[src/rtl/seven_seg_scan_ctrl.sv]
// Four-digit multiplexed seven-segment scan controller with frame-synchronous
// display update and optional leading-zero blanking.
module seven_seg_scan_ctrl #(
    parameter int REFRESH_DIV = 50000
) (
    input  logic        clk,
    input  logic        rst_n,
    input  logic [15:0] data_in,
    input  logic [3:0]  dp_in,
    input  logic        load,
    input  logic        blank_lz,
    output logic [3:0]  hex,
    output logic        dp,
    output logic        enable,
    output logic [3:0]  an,
    output logic        pending
);

    localparam int DIV_W = (REFRESH_DIV > 2) ? $clog2(REFRESH_DIV) : 1;
    localparam logic [DIV_W-1:0] DIV_LAST = DIV_W'(REFRESH_DIV - 1);

    logic [DIV_W-1:0] div_q, div_d;
    logic [1:0]       digit_q, digit_d;
    logic [15:0]      buf_data_q, buf_data_d;
    logic [3:0]       buf_dp_q, buf_dp_d;
    logic [15:0]      disp_data_q, disp_data_d;
    logic [3:0]       disp_dp_q, disp_dp_d;
    logic             pending_q, pending_d;

    logic tick;
    logic frame_end;

    assign tick      = (div_q == DIV_LAST);
    assign frame_end = tick && (digit_q == 2'd3);

    always_comb begin
        div_d       = tick ? '0 : div_q + DIV_W'(1);
        digit_d     = tick ? digit_q + 2'd1 : digit_q;
        buf_data_d  = buf_data_q;
        buf_dp_d    = buf_dp_q;
        disp_data_d = disp_data_q;
        disp_dp_d   = disp_dp_q;
        pending_d   = pending_q;

        // A load on the boundary cycle bypasses the buffer so it is shown at once.
        if (load && frame_end) begin
            disp_data_d = data_in;
            disp_dp_d   = dp_in;
            pending_d   = 1'b0;
        end else if (load) begin
            buf_data_d = data_in;
            buf_dp_d   = dp_in;
            pending_d  = 1'b1;
        end else if (frame_end && pending_q) begin
            disp_data_d = buf_data_q;
            disp_dp_d   = buf_dp_q;
            pending_d   = 1'b0;
        end
    end

    always_ff @(posedge clk or negedge rst_n) begin
        if (!rst_n) begin
            div_q       <= '0;
            digit_q     <= 2'd0;
            buf_data_q  <= 16'h0000;
            buf_dp_q    <= 4'b1111;
            disp_data_q <= 16'h0000;
            disp_dp_q   <= 4'b1111;
            pending_q   <= 1'b0;
        end else begin
            div_q       <= div_d;
            digit_q     <= digit_d;
            buf_data_q  <= buf_data_d;
            buf_dp_q    <= buf_dp_d;
            disp_data_q <= disp_data_d;
            disp_dp_q   <= disp_dp_d;
            pending_q   <= pending_d;
        end
    end

    always_comb begin
        an     = ~(4'b0001 << digit_q);
        hex    = disp_data_q[3:0];
        dp     = disp_dp_q[digit_q];
        enable = 1'b1;
        // Digit k is blank only when it and every more significant nibble are zero.
        case (digit_q)
            2'd0: hex = disp_data_q[3:0];
            2'd1: begin
                hex    = disp_data_q[7:4];
                enable = !(blank_lz && (disp_data_q[15:4] == 12'h000));
            end
            2'd2: begin
                hex    = disp_data_q[11:8];
                enable = !(blank_lz && (disp_data_q[15:8] == 8'h00));
            end
            default: begin
                hex    = disp_data_q[15:12];
                enable = !(blank_lz && (disp_data_q[15:12] == 4'h0));
            end
        endcase
    end

    assign pending = pending_q;

endmodule
[config.mk]
export PLATFORM = sky130hd
export DESIGN_NAME = seven_seg_scan_ctrl
export DESIGN_NICKNAME = d
export VERILOG_FILES = /design/src/rtl/seven_seg_scan_ctrl.sv
export SDC_FILE = /design/constraint.sdc
export NUM_CORES = 1
export LEC_CHECK = 0
export ABC_AREA = 0
export CORE_AREA = 4 4 97 90
export DETAILED_ROUTE_END_ITERATION = 10
export DIE_AREA = 0 0 101 94
export GPL_TIMING_DRIVEN = 0
export PLACE_DENSITY = 0.65
export SLEW_MARGIN = 20
export SYNTH_ARGS = -nofsm -noshare
export SYNTH_HDL_FRONTEND = slang
export SYNTH_SLANG_ARGS = --single-unit
[constraint.sdc]
create_clock -name clk -period 5.4 [get_ports clk]
set_clock_uncertainty 0.05 [all_clocks]
set_input_delay 0.54 -clock clk [delete_from_list [all_inputs] [get_ports clk]]
set_output_delay 0.54 -clock clk [all_outputs]
set_load 0.005 [all_outputs]
# Word level (Yosys, flattened, before mapping)
# Index checks and enable logic that the tools add are counted.
[totals]
ff_bits = 59
inputBits = 24
[classes]
n_addsub = 2
n_lt_le_gt_ge = 1
eq_ne = 5
n_shift = 1
mux = 14
n_bitwise = 2
n_reduce_logical = 17
[ops]
columns = ["op", "n"]
rows = [
  ["two-way mux 16 bit", 4],
  ["adder 16 x 1 -> 16 bit (second input constant)", 1],
  ["equality test 16 bit (second input constant)", 1],
  ["zero test 12 bit", 1],
  ["two-way mux 4 bit", 3],
  ["one-hot mux 4 bit (3 select lines)", 1],
  ["zero test 8 bit", 1],
  ["logical AND 1 bit", 6],
  ["equality test 2 bit (second input constant)", 2],
  ["zero test 4 bit", 1],
  ["two-way mux 1 bit", 4],
  ["NOT 4 bit", 1],
  ["AND reduction 2 bit", 2],
  ["<< shifter 1 x 2 -> 4 bit (first input constant)", 1],
  ["zero test 1 bit", 3],
  ["less-than comparator 2 x 3 -> 1 bit (second input constant)", 1],
  ["one-hot mux 1 bit (3 select lines)", 1],
  ["nonzero test 3 bit", 1],
  ["adder 2 x 1 -> 2 bit (second input constant)", 1],
  ["binary-select mux 1 bit (select 2 bit)", 1],
  ["equality test 2 x 1 -> 1 bit (second input constant)", 1],
  ["zero test 2 bit", 1],
  ["!= test 2 x 1 -> 1 bit (second input constant)", 1],
  ["nonzero test 2 bit", 1],
  ["NOT 1 bit", 1],
]

# Longest topological paths before layout
[logic_depth]
depth_word = 6
depth_mapped = 7
depth_no_buf = 5

# Least setup slack after synthesis
# OpenSTA, ideal clock, no wires.
[synth_timing]
kind = "register to register"
start = "register div_q[4]"
end = "register buf_data_q[0]"
setup_time_ns = 0.125
t_arrival_ns = 2.146
required_time_ns = 5.225
setup_slack_ns = 3.079
path_stages_with_launch = 7
path_buffers = 2
path_cell_list = "dfrtp_1 > or4b_4 > or4_4 > buf_6 > nand2_8 > buf_12 > mux2_4"
[synth_between]
elab_chain_cells = 5
[synth_lines]
columns = ["item", "line_no", "source"]
rows = [
  ["start: declaration", "22", "logic [DIV_W-1:0] div_q, div_d;"],
  ["start signal: assignment", "71", "div_q <= div_d;"],
  ["equality test 16 bit", "33", "assign tick = (div_q == DIV_LAST);"],
  ["logical AND 1 bit", "34", "assign frame_end = tick && (digit_q == 2'd3);"],
  ["logical AND 1 bit", "46", "if (load && frame_end) begin"],
  ["NOT 1 bit (no line)", "--", ""],
  ["AND reduction 2 bit (no line)", "--", ""],
  ["end signal: assignment", "73", "buf_data_q <= buf_data_d;"],
  ["end: declaration", "24", "logic [15:0] buf_data_q, buf_data_d;"],
]
# No other way between the ends.
# A chain may end at the register's enable or synchronous reset.

# Worst setup path in the final report
[layout_timing]
start = "register digit_q[0]"
end = "output hex[2]"
[layout_between]
elab_chain_cells = 2
elab_cells_between_ends = 4
cone_classes = "2 x eq/ne; 1 x mux; 1 x reduce/logical"
[layout_lines]
columns = ["item", "line_no", "source"]
rows = [
  ["start: declaration", "23", "logic [1:0] digit_q, digit_d;"],
  ["start signal: assignment", "72", "digit_q <= digit_d;"],
  ["equality test 2 bit (tied with other cells)", "87", "case (digit_q)"],
  ["one-hot mux 4 bit (3 select lines) (*)", "87", ""],
  ["end: declaration", "12", "output logic [3:0] hex,"],
]
# Every way passes the cells marked *; elsewhere a longest branch is shown, timed or not.

==> impl_metrics.toml <==
[global_route]
grt_pass1_vias = 2284
grt_overflow = 0
antenna_found_initial = 0
grt_pass1_wl_mm = 11.7
grt_max_degree = 42
grtUsageTotal_pct = 15.8

[setup_path]
cp_cell_sequence = "inv_1, ha_1, a222oi_1, mux2i_1, clkdlybuf4s50_1"
critPathCaptureType = "output port"
cp.required_ns = 4.81
r2r-end = "disp_data_q[10]$_DFFE_PN0P_"
cp.buffers_inverters = 2
cpPeakStageDelay_ns = 0.47
worst_path_max_delay_cell = "clkdlybuf4s50_1"
crit_family = "buffers and inverters"
worstPathArrival_ns = 2.18
r2r_slack_ns = 2.94
cp-start-kind = "flop"
reg2reg_depth = 5
path_max_fanout = 6
r2r_start = "div_q[4]$_DFF_PN0_"
path_class = "reg -> out"

[clock_tree]
clk_latency_ns = 0.34
post-cts-setup-buffers = 0
post_cts_resized = 0
cts.sinks = 59
clk_path_buf_depth = 2
cts_buffers = 9
cts_tree = "done"
clkTransAtPathRegs_ns = 0.07
cts_max_level = 3
root_buffer = "clkbuf_8"
cts_hold_buf = 0

[sta]
fin_setup_tns_ns = 0
hold_viol_final = 0
fin_crit_sh_pct = 51.3
drv_slew = 0
setup_viol = 0
period_minus_slack_ns = 2.77
max_slew.worst_pin.slew_ns = 0.628
clock.fmax_mhz = 361
fin_ws_ns = 2.63
grt_setup_unrepaired = "no"
slew_headroom_pct = 58.0

[routing]
viasPerCell = 5.41
drt.antenna.violating_nets = 0
drc_errors = 0
routed_wl_mm = 7.16
drt_iter0_drc = 96
via_count = 2241
avgRoutedWirePerCell_um = 17.3
dr.pass1.iters = 4

[synthesis]
ys_warn_count = 0
netlist.area_leader.share_pct = 42.2
yosys.area_share.simple_pct = 17.5
synth_top_family_by_area = "simple AND/OR/NAND/NOR gates"
yosys.area_share.xor_xnor_pct = 3.48
synth_commonest_cells = "51 x dfrtp_1, 39 x nand3_1, 21 x nand2_1, 20 x mux2_4, 18 x a32oi_1"
synth_area_leader_cell = "dfrtp_1"
muxShareOfSynthArea_pct = 13.7
synthesis.area_um2 = 3020
synth_compound_area_share_pct = 9.06
ys_seq_area_share_pct = 49.2
synth_edf_count = 0
synthAdderAreaFrac_pct = 2.48
synth_cells = 264
yosysUniqueCellTypes = 40
synth.ff_latch_count = 59
synth.most_common_cell = "dfrtp_1"
async_flop_share_pct = 100
synth.net_count = 294
ys.flop_type = "dfrtp_1"
yosys-top-cells-area = "dfrtp_1 42%, mux2_4 9.9%, dfstp_2 7.0%"
syn_area_per_cell_um2 = 11.5

[placement]
place_ws_ns = 2.81
place.gp.congestion = 0.900
dp_hpwl_mm = 4.95
place.port_buffers = 34

[cells_and_area]
fin_util_pct = 47.3
layout-drive-gt1-share_pct = 17.5
areaGrowthSynthToFinish_pct = 22.0
nets = 340
n_antenna_cell = 0

[power]
p_per_area_nw_per_um2 = 248
vdd_drop_max_uv = 104
leakage_nw = 1.55

[min_path]
hold_class = "in -> async"

[status]
status = "complete, no violations"

[floorplan]
num_rows = 31
die_x_um = 101
die-area_um2 = 9490
io_pins = 35
coreArea_um2 = 7800
die_h_um = 94
start_util_pct = 38.8

[job]
maxCapViolCount = 0
[flip-flops by register name, indices dropped and copies added (netlist names)]
register,flops
disp_data_q,16
pending,1
digit_q,2
buf_dp_q,4
div_q,16
disp_dp_q,4
buf_data_q,16
[stage by stage]
step | hold slack [ns] | power [mW] | cells | cell area (µm²)
floorplan | 0.194 | 0.512 | 264 | 3020
global route | 0.0215 | 0.950 | 414 | 3690
CTS | 0.0108 | 0.926 | 414 | 3690
finish | 0.0157 | 0.913 | 414 | 3690
detailed placement | 0.383 | 0.552 | 398 | 3500
global placement | 0.419 | 0.549 | 397 | 3490
[power by group]
group / internal [mW] / switching, mW
Sequential: 0.460 / 0.00860
Combinational: 0.0449 / 0.0306
Clock: 0.203 / 0.166
Total: 0.707 / 0.206
[worst reg2reg max path: stages, from the launching register on]
cell and delay, ns:
dfrtp_1 0.43, or4b_4 0.58, nor4_2 0.55, clkbuf_1 0.45, a32oi_1 0.19, nand3_1 0.12
[worst max-delay path by stage]
stage	from	end	slack, ns	depth (start not counted)
after floorplan	div_q[4]$_DFF_PN0_	buf_data_q[0]$_DFFE_PN0P_	3.08	6
after global routing	digit_q[0]$_DFFE_PN0N_	hex[0]	2.52	5
after detailed placement	load	disp_data_q[10]$_DFFE_PN0P_	2.81	5
final	digit_q[0]$_DFFE_PN0N_	hex[2]	2.63	5
after CTS	digit_q[0]$_DFFE_PN0N_	hex[2]	2.64	5
after global placement	rst_n	div_q[6]$_DFF_PN0_	1.81	1
[metal layers]
layer	share of wire, %	global-route usage (%)
met1	44	20.2
met3	4.2	4.16
met4	1.4	4.87
met2	50	26.2
met5	0	0
[cell type report]
cell class / instances / area, µm²
clock inverters: 2 / 10.0
clock buffers: 14 / 173
inverters: 10 / 37.5
plain buffers: 16 / 101
multi-input cells: 179 / 1400
fillers: 717 / 4110
well taps: 99 / 124
repair buffers: 35 / 358
flip-flops and latches: 59 / 1490
[placed cells by master, fill, tap and decap left out, drive strengths merged, types with 5 or more instances in the layout]
cell type,synthesis,layout
mux2i,9,9
nand2,22,22
nor2,7,7
inv,10,10
clkdlybuf4s50,0,33
a21oi,7,7
ha,6,6
dfstp,8,8
a32oi,18,18
dfrtp,51,51
mux2,20,20
xnor2,8,8
nand3,39,39
clkbuf,12,26
nand4,5,5
buf,4,6
[logic make-up after synthesis]
family / count (synthesis)
AO/OA/AOI/OAI: 35
XOR/XNOR: 12
adder cells (fa/ha/maj): 6
buffers and inverters: 26
flip-flops: 59
multiplexers: 30
AND/OR/NAND/NOR: 96
Power figures use the tool's default switching activity.
==> edit 1, RTL diff (same settings) <==
Change the parameter `REFRESH_DIV` from 50000 to 25000.
--- a/src/rtl/seven_seg_scan_ctrl.sv
+++ b/src/rtl/seven_seg_scan_ctrl.sv
@@ -3,3 +3,3 @@
 module seven_seg_scan_ctrl #(
-    parameter int REFRESH_DIV = 50000
+    parameter int REFRESH_DIV = 25000
 ) (
Behaviour: same outputs for any inputs over 10 cycles, from zero or initial values and one cycle with rst_n low; that may be too few to reach the edited logic, so the function may still have changed.
==> edit 1 against the original RTL <==
Register-to-register slack got worse by 0.03 ns. Synthesized area fell by 5.8%. Worst setup slack improved by 0.0055 ns. Core utilization is 2.0 points lower. Combinational power rose by 3.6%. Sequential cell count is 1 lower. Synthesized cell count is 11% lower. Routed wire length fell by 17%. Power up 5.0%. First-iteration DRC count down 26%. Global-route usage is 2.0 points lower. Cell area decreased by 4.2%. Largest cell class unchanged. Largest power group unchanged.
==> edit 1: results <==
export IMPL_status="finished clean"
export IMPL_place_port_buffers=33
export IMPL_nets=309
export IMPL_async_reset_ff_frac=1.00
export IMPL_dp_hpwl_um=4190
export IMPL_grt_total_usage=0.138
export IMPL_cellLeakagePower_nw=1.44
export IMPL_drt_iter0_markers=71
export IMPL_worstPathMaxFanout=6
export IMPL_insertion_delay_ns=0.33
export IMPL_htreeDepth=3
export IMPL_yosysSeqAreaShare=0.513
export IMPL_synthTopCellsByCount="dfrtp_1 (50), mux2_1 (20), nand3_1 (20)"
export IMPL_root_buffer="clkbuf_8"
export IMPL_hp_class="input pin to asynchronous set/reset pin"
export IMPL_grt_pass1_vias=2087
export IMPL_wirelength_um=5970
export IMPL_dr_pass1_iters=6
export IMPL_syn_num_nets=264
export IMPL_layout_drive_gt1_share=0.170
export IMPL_clk_pin_slew_worst_paths_ns=0.06
export IMPL_numCtsBuffers=9
export IMPL_tightest_slew_ns=0.821
export IMPL_cts_resized_gates=0
export IMPL_antenna_found_initial=0
export IMPL_ir_drop_mv=0.129
export IMPL_postCtsSetupBuffers=0
export IMPL_fillCellCount=714
export IMPL_hold_buffers=0
export IMPL_grt_pass1_wl_um=10100
export IMPL_globalplace_congestion=0.857
export IMPL_synth_area_leaders="dfrtp_1 (44%), mux2_1 (7.9%), dfstp_2 (7.4%), a2bb2oi_2 (5.3%), nand3_1 (3.5%)"
export IMPL_vias=2002
export IMPL_arrival_ns=2.17
export IMPL_yosys_warnings=0
export IMPL_grt_max_degree=59
export IMPL_area_growth_synth_to_final_pct=24.0
export IMPL_switching_share=0.219
export IMPL_top_regs="buf_data_q (16), disp_data_q (16), div_q (15)"
export IMPL_clockBufferDepth=2
export IMPL_ys_types=42
export IMPL_synth_ff_type="dfrtp_1"
export IMPL_antenna_cells=0
[edit 1: cell count changes after synthesis, moves of 3 or more]
cell and delta:
nand3_1 -19, a2bb2oi_1 +6, mux2_4 -20, nand4_1 -3, a32oi_1 -13, o22ai_1 +16
nand2b_1 -3, mux2_1 +20, a2bb2oi_2 +10, mux2i_1 -5, a21oi_1 -5, nor2_1 +3
nand2_1 -11, clkbuf_1 -8
[edit 1: cell families after synthesis]
family          share of synthesized area
compound gates                      0.147
xor+xnor                           0.0369
fa+ha+maj                          0.0264
buf+inv                            0.0448
flops                               0.513
mux                                 0.101
simple gates                        0.130
[edit 1: layout make-up]
| type | instances | area share |
|---|---|---|
| flip-flops and latches | 58 | 0.414 |
| multi-input cells | 154 | 0.356 |
| repair buffers | 34 | 0.101 |
| clock buffers | 13 | 0.0478 |
| well taps | 99 | 0.0351 |
| plain buffers | 11 | 0.0245 |
| inverters | 11 | 0.0117 |
| clock inverters | 2 | 0.00992 |
[edit 1: layer usage]
layer  up-vias  track usage  share of wire
li1        967            -              -
met1       981        0.185           0.48
met2        43        0.206           0.46
met3        11       0.0364          0.036
met4         0       0.0698          0.021
met5         -            0              0
[edit 1: worst paths after layout]
path,end,start,cells after the start,slack [ns]
min in group clk,disp_dp_q[2],disp_dp_q[2],2,0.44
min,buf_data_q[0],rst_n,2,0.14
max in group asynchronous,buf_dp_q[1],rst_n,2,4.87
min reg2reg,disp_dp_q[2],disp_dp_q[2],2,0.44
max reg2reg,disp_data_q[6],div_q[6],6,2.91
max,hex[1],digit_q[0],5,2.64
[edit 1: power by group through the flow]
stage          Clock, mW  Sequential, mW  Combinational, mW
2_1_floorplan          0           0.475             0.0396
5_1_grt            0.442           0.474             0.0867
6_report           0.409           0.472             0.0782
3_3_place_gp           0           0.478             0.0754
4_1_cts            0.423           0.471             0.0799
3_5_place_dp           0           0.479             0.0795
[edit 1: per-stage QoR]
stage,worst slack (ns),utilization,instance area [um2],cells,hold WS (ns)
6_report,2.64,0.453,3530,382,0.135
4_1_cts,2.59,0.453,3530,382,0.138
2_1_floorplan,3.09,-,2850,234,0.194
3_5_place_dp,2.94,0.427,3330,367,0.428
3_3_place_gp,1.90,0.424,3300,366,0.424
5_1_grt,2.47,0.453,3530,382,0.140
[edit 1: critical path: stages, from the launching register on]
cell and delay [ns]:
dfrtp_1 0.44, inv_1 0.12, ha_1 0.28, a222oi_1 0.42, mux2i_1 0.12, clkdlybuf4s50_1 0.46
==> edit 2, RTL diff (same flow settings) <==
Made on the original files. Add an input register stage for `data_in`, `dp_in`, `load` and `blank_lz`, without a reset; this delays them by one clock. Comments in the files are not updated.
--- a/src/rtl/seven_seg_scan_ctrl.sv
+++ b/src/rtl/seven_seg_scan_ctrl.sv
@@ -20,2 +20,14 @@
     localparam logic [DIV_W-1:0] DIV_LAST = DIV_W'(REFRESH_DIV - 1);
+
+    logic [15:0] data_q;
+    logic [3:0] dp_q;
+    logic load_q;
+    logic blank_lz_q;
+
+    always_ff @(posedge clk) begin
+        data_q     <= data_in;
+        dp_q       <= dp_in;
+        load_q     <= load;
+        blank_lz_q <= blank_lz;
+    end
 
@@ -45,9 +57,9 @@
         // A load on the boundary cycle bypasses the buffer so it is shown at once.
-        if (load && frame_end) begin
-            disp_data_d = data_in;
-            disp_dp_d   = dp_in;
+        if (load_q && frame_end) begin
+            disp_data_d = data_q;
+            disp_dp_d   = dp_q;
             pending_d   = 1'b0;
-        end else if (load) begin
-            buf_data_d = data_in;
-            buf_dp_d   = dp_in;
+        end else if (load_q) begin
+            buf_data_d = data_q;
+            buf_dp_d   = dp_q;
             pending_d  = 1'b1;
@@ -90,3 +102,3 @@
                 hex    = disp_data_q[7:4];
-                enable = !(blank_lz && (disp_data_q[15:4] == 12'h000));
+                enable = !(blank_lz_q && (disp_data_q[15:4] == 12'h000));
             end
@@ -94,3 +106,3 @@
                 hex    = disp_data_q[11:8];
-                enable = !(blank_lz && (disp_data_q[15:8] == 8'h00));
+                enable = !(blank_lz_q && (disp_data_q[15:8] == 8'h00));
             end
@@ -98,3 +110,3 @@
                 hex    = disp_data_q[15:12];
-                enable = !(blank_lz && (disp_data_q[15:12] == 4'h0));
+                enable = !(blank_lz_q && (disp_data_q[15:12] == 4'h0));
             end
Function: changed (a bounded check fails within 4 cycles, from zero or initial values and one cycle with rst_n low).
==> edit 2 against the original RTL <==
Power rose by 41%. First-iteration DRC count rose by 54%. Synthesized area rose by 12%. Sequential cell count rose by 22. Cell area rose by 12%. Routed wire length fell by 4.6%. Worst setup slack got worse by 0.058 ns. Core utilization rose by 5.9 points. Sequential share of layout area rose by 6.2 points. Largest cell class unchanged.
==> edit 2: results <==
export IMPL_switching_share=0.207
export IMPL_grt_pass1_vias=2283
export IMPL_globalplace_congestion=0.836
export IMPL_arrival_ns=2.24
export IMPL_grt_total_usage=0.152
export IMPL_synth_area_leaders="dfrtp_1 (38%), dfxtp_1 (13%), mux2_1 (6.6%), dfstp_2 (6.2%), mux2i_1 (5.3%)"
export IMPL_syn_num_nets=320
export IMPL_ys_types=35
export IMPL_layout_drive_gt1_share=0.103
export IMPL_grt_max_degree=41
export IMPL_fillCellCount=675
export IMPL_cellLeakagePower_nw=1.79
export IMPL_status="finished clean"
export IMPL_wl_met1_um=3350
export IMPL_nets=366
export IMPL_yosysSeqAreaShare=0.567
export IMPL_async_reset_ff_frac=0.728
export IMPL_timing_slew_headroom=0.498
export IMPL_route_met2_wl_um=3020
export IMPL_viasPerCell=5.33
export IMPL_synthTopCellsByCount="dfrtp_1 (51), a21oi_1 (31), dfxtp_1 (22)"
export IMPL_postCtsSetupBuffers=0
export IMPL_dr_pass1_iters=5
export IMPL_r2r_end="buf_data_q[14]"
export IMPL_r2r_start="div_q[5]"
export IMPL_drt_iter0_markers=148
export IMPL_insertion_delay_ns=0.36
export IMPL_r2r_setup_slack_ns=3.03
[edit 2: cell type report]
| type | instances | area [um2] | area share |
|---|---|---|---|
| clock inverter | 7 | 141 | 0.0341 |
| clock buffer | 9 | 124 | 0.0299 |
| multi-input combinational | 182 | 1360 | 0.327 |
| buffer | 14 | 65.1 | 0.0157 |
| timing repair buffer | 35 | 358 | 0.0863 |
| inverter | 13 | 48.8 | 0.0118 |
| tap | 99 | 124 | 0.0299 |
| sequential | 81 | 1930 | 0.465 |
[edit 2: metrics by stage]
| stage | std cells | instance area, um2 | worst slack, ns | utilization | hold slack [ns] |
|---|---|---|---|---|---|
| after floorplan | 290 | 3400 | 3.30 | - | 0.194 |
| after CTS | 440 | 4150 | 2.60 | 0.532 | 0.00934 |
| after global placement | 423 | 3860 | 1.76 | 0.495 | 0.402 |
| final | 440 | 4150 | 2.57 | 0.532 | 0.0122 |
| after global routing | 440 | 4150 | 2.46 | 0.532 | 0.00803 |
| after detailed placement | 424 | 3880 | 3.00 | 0.498 | 0.395 |
[edit 2: cells by family (layout without fill, tap and decap cells)]
logic type | after synthesis | count (layout) | share of synthesized area
DFF | 81 | 81 | 0.567
and+or+nand+nor | 77 | 77 | 0.136
adders and majority gates | 6 | 6 | 0.0221
muxes | 39 | 39 | 0.126
xor gates and xnor gates | 11 | 11 | 0.0283
AOI/OAI and AO/OA | 49 | 49 | 0.0873
buffers and inverters | 27 | 78 | 0.0335
[edit 2: power groups by stage]
stage / Clock [mW] / Combinational (mW) / Sequential, mW
floorplan: 0 / 0.0339 / 0.649
finish: 0.582 / 0.0661 / 0.641
global placement: 0 / 0.0645 / 0.652
global route: 0.619 / 0.0732 / 0.644
CTS: 0.591 / 0.0677 / 0.641
detailed placement: 0 / 0.0674 / 0.653
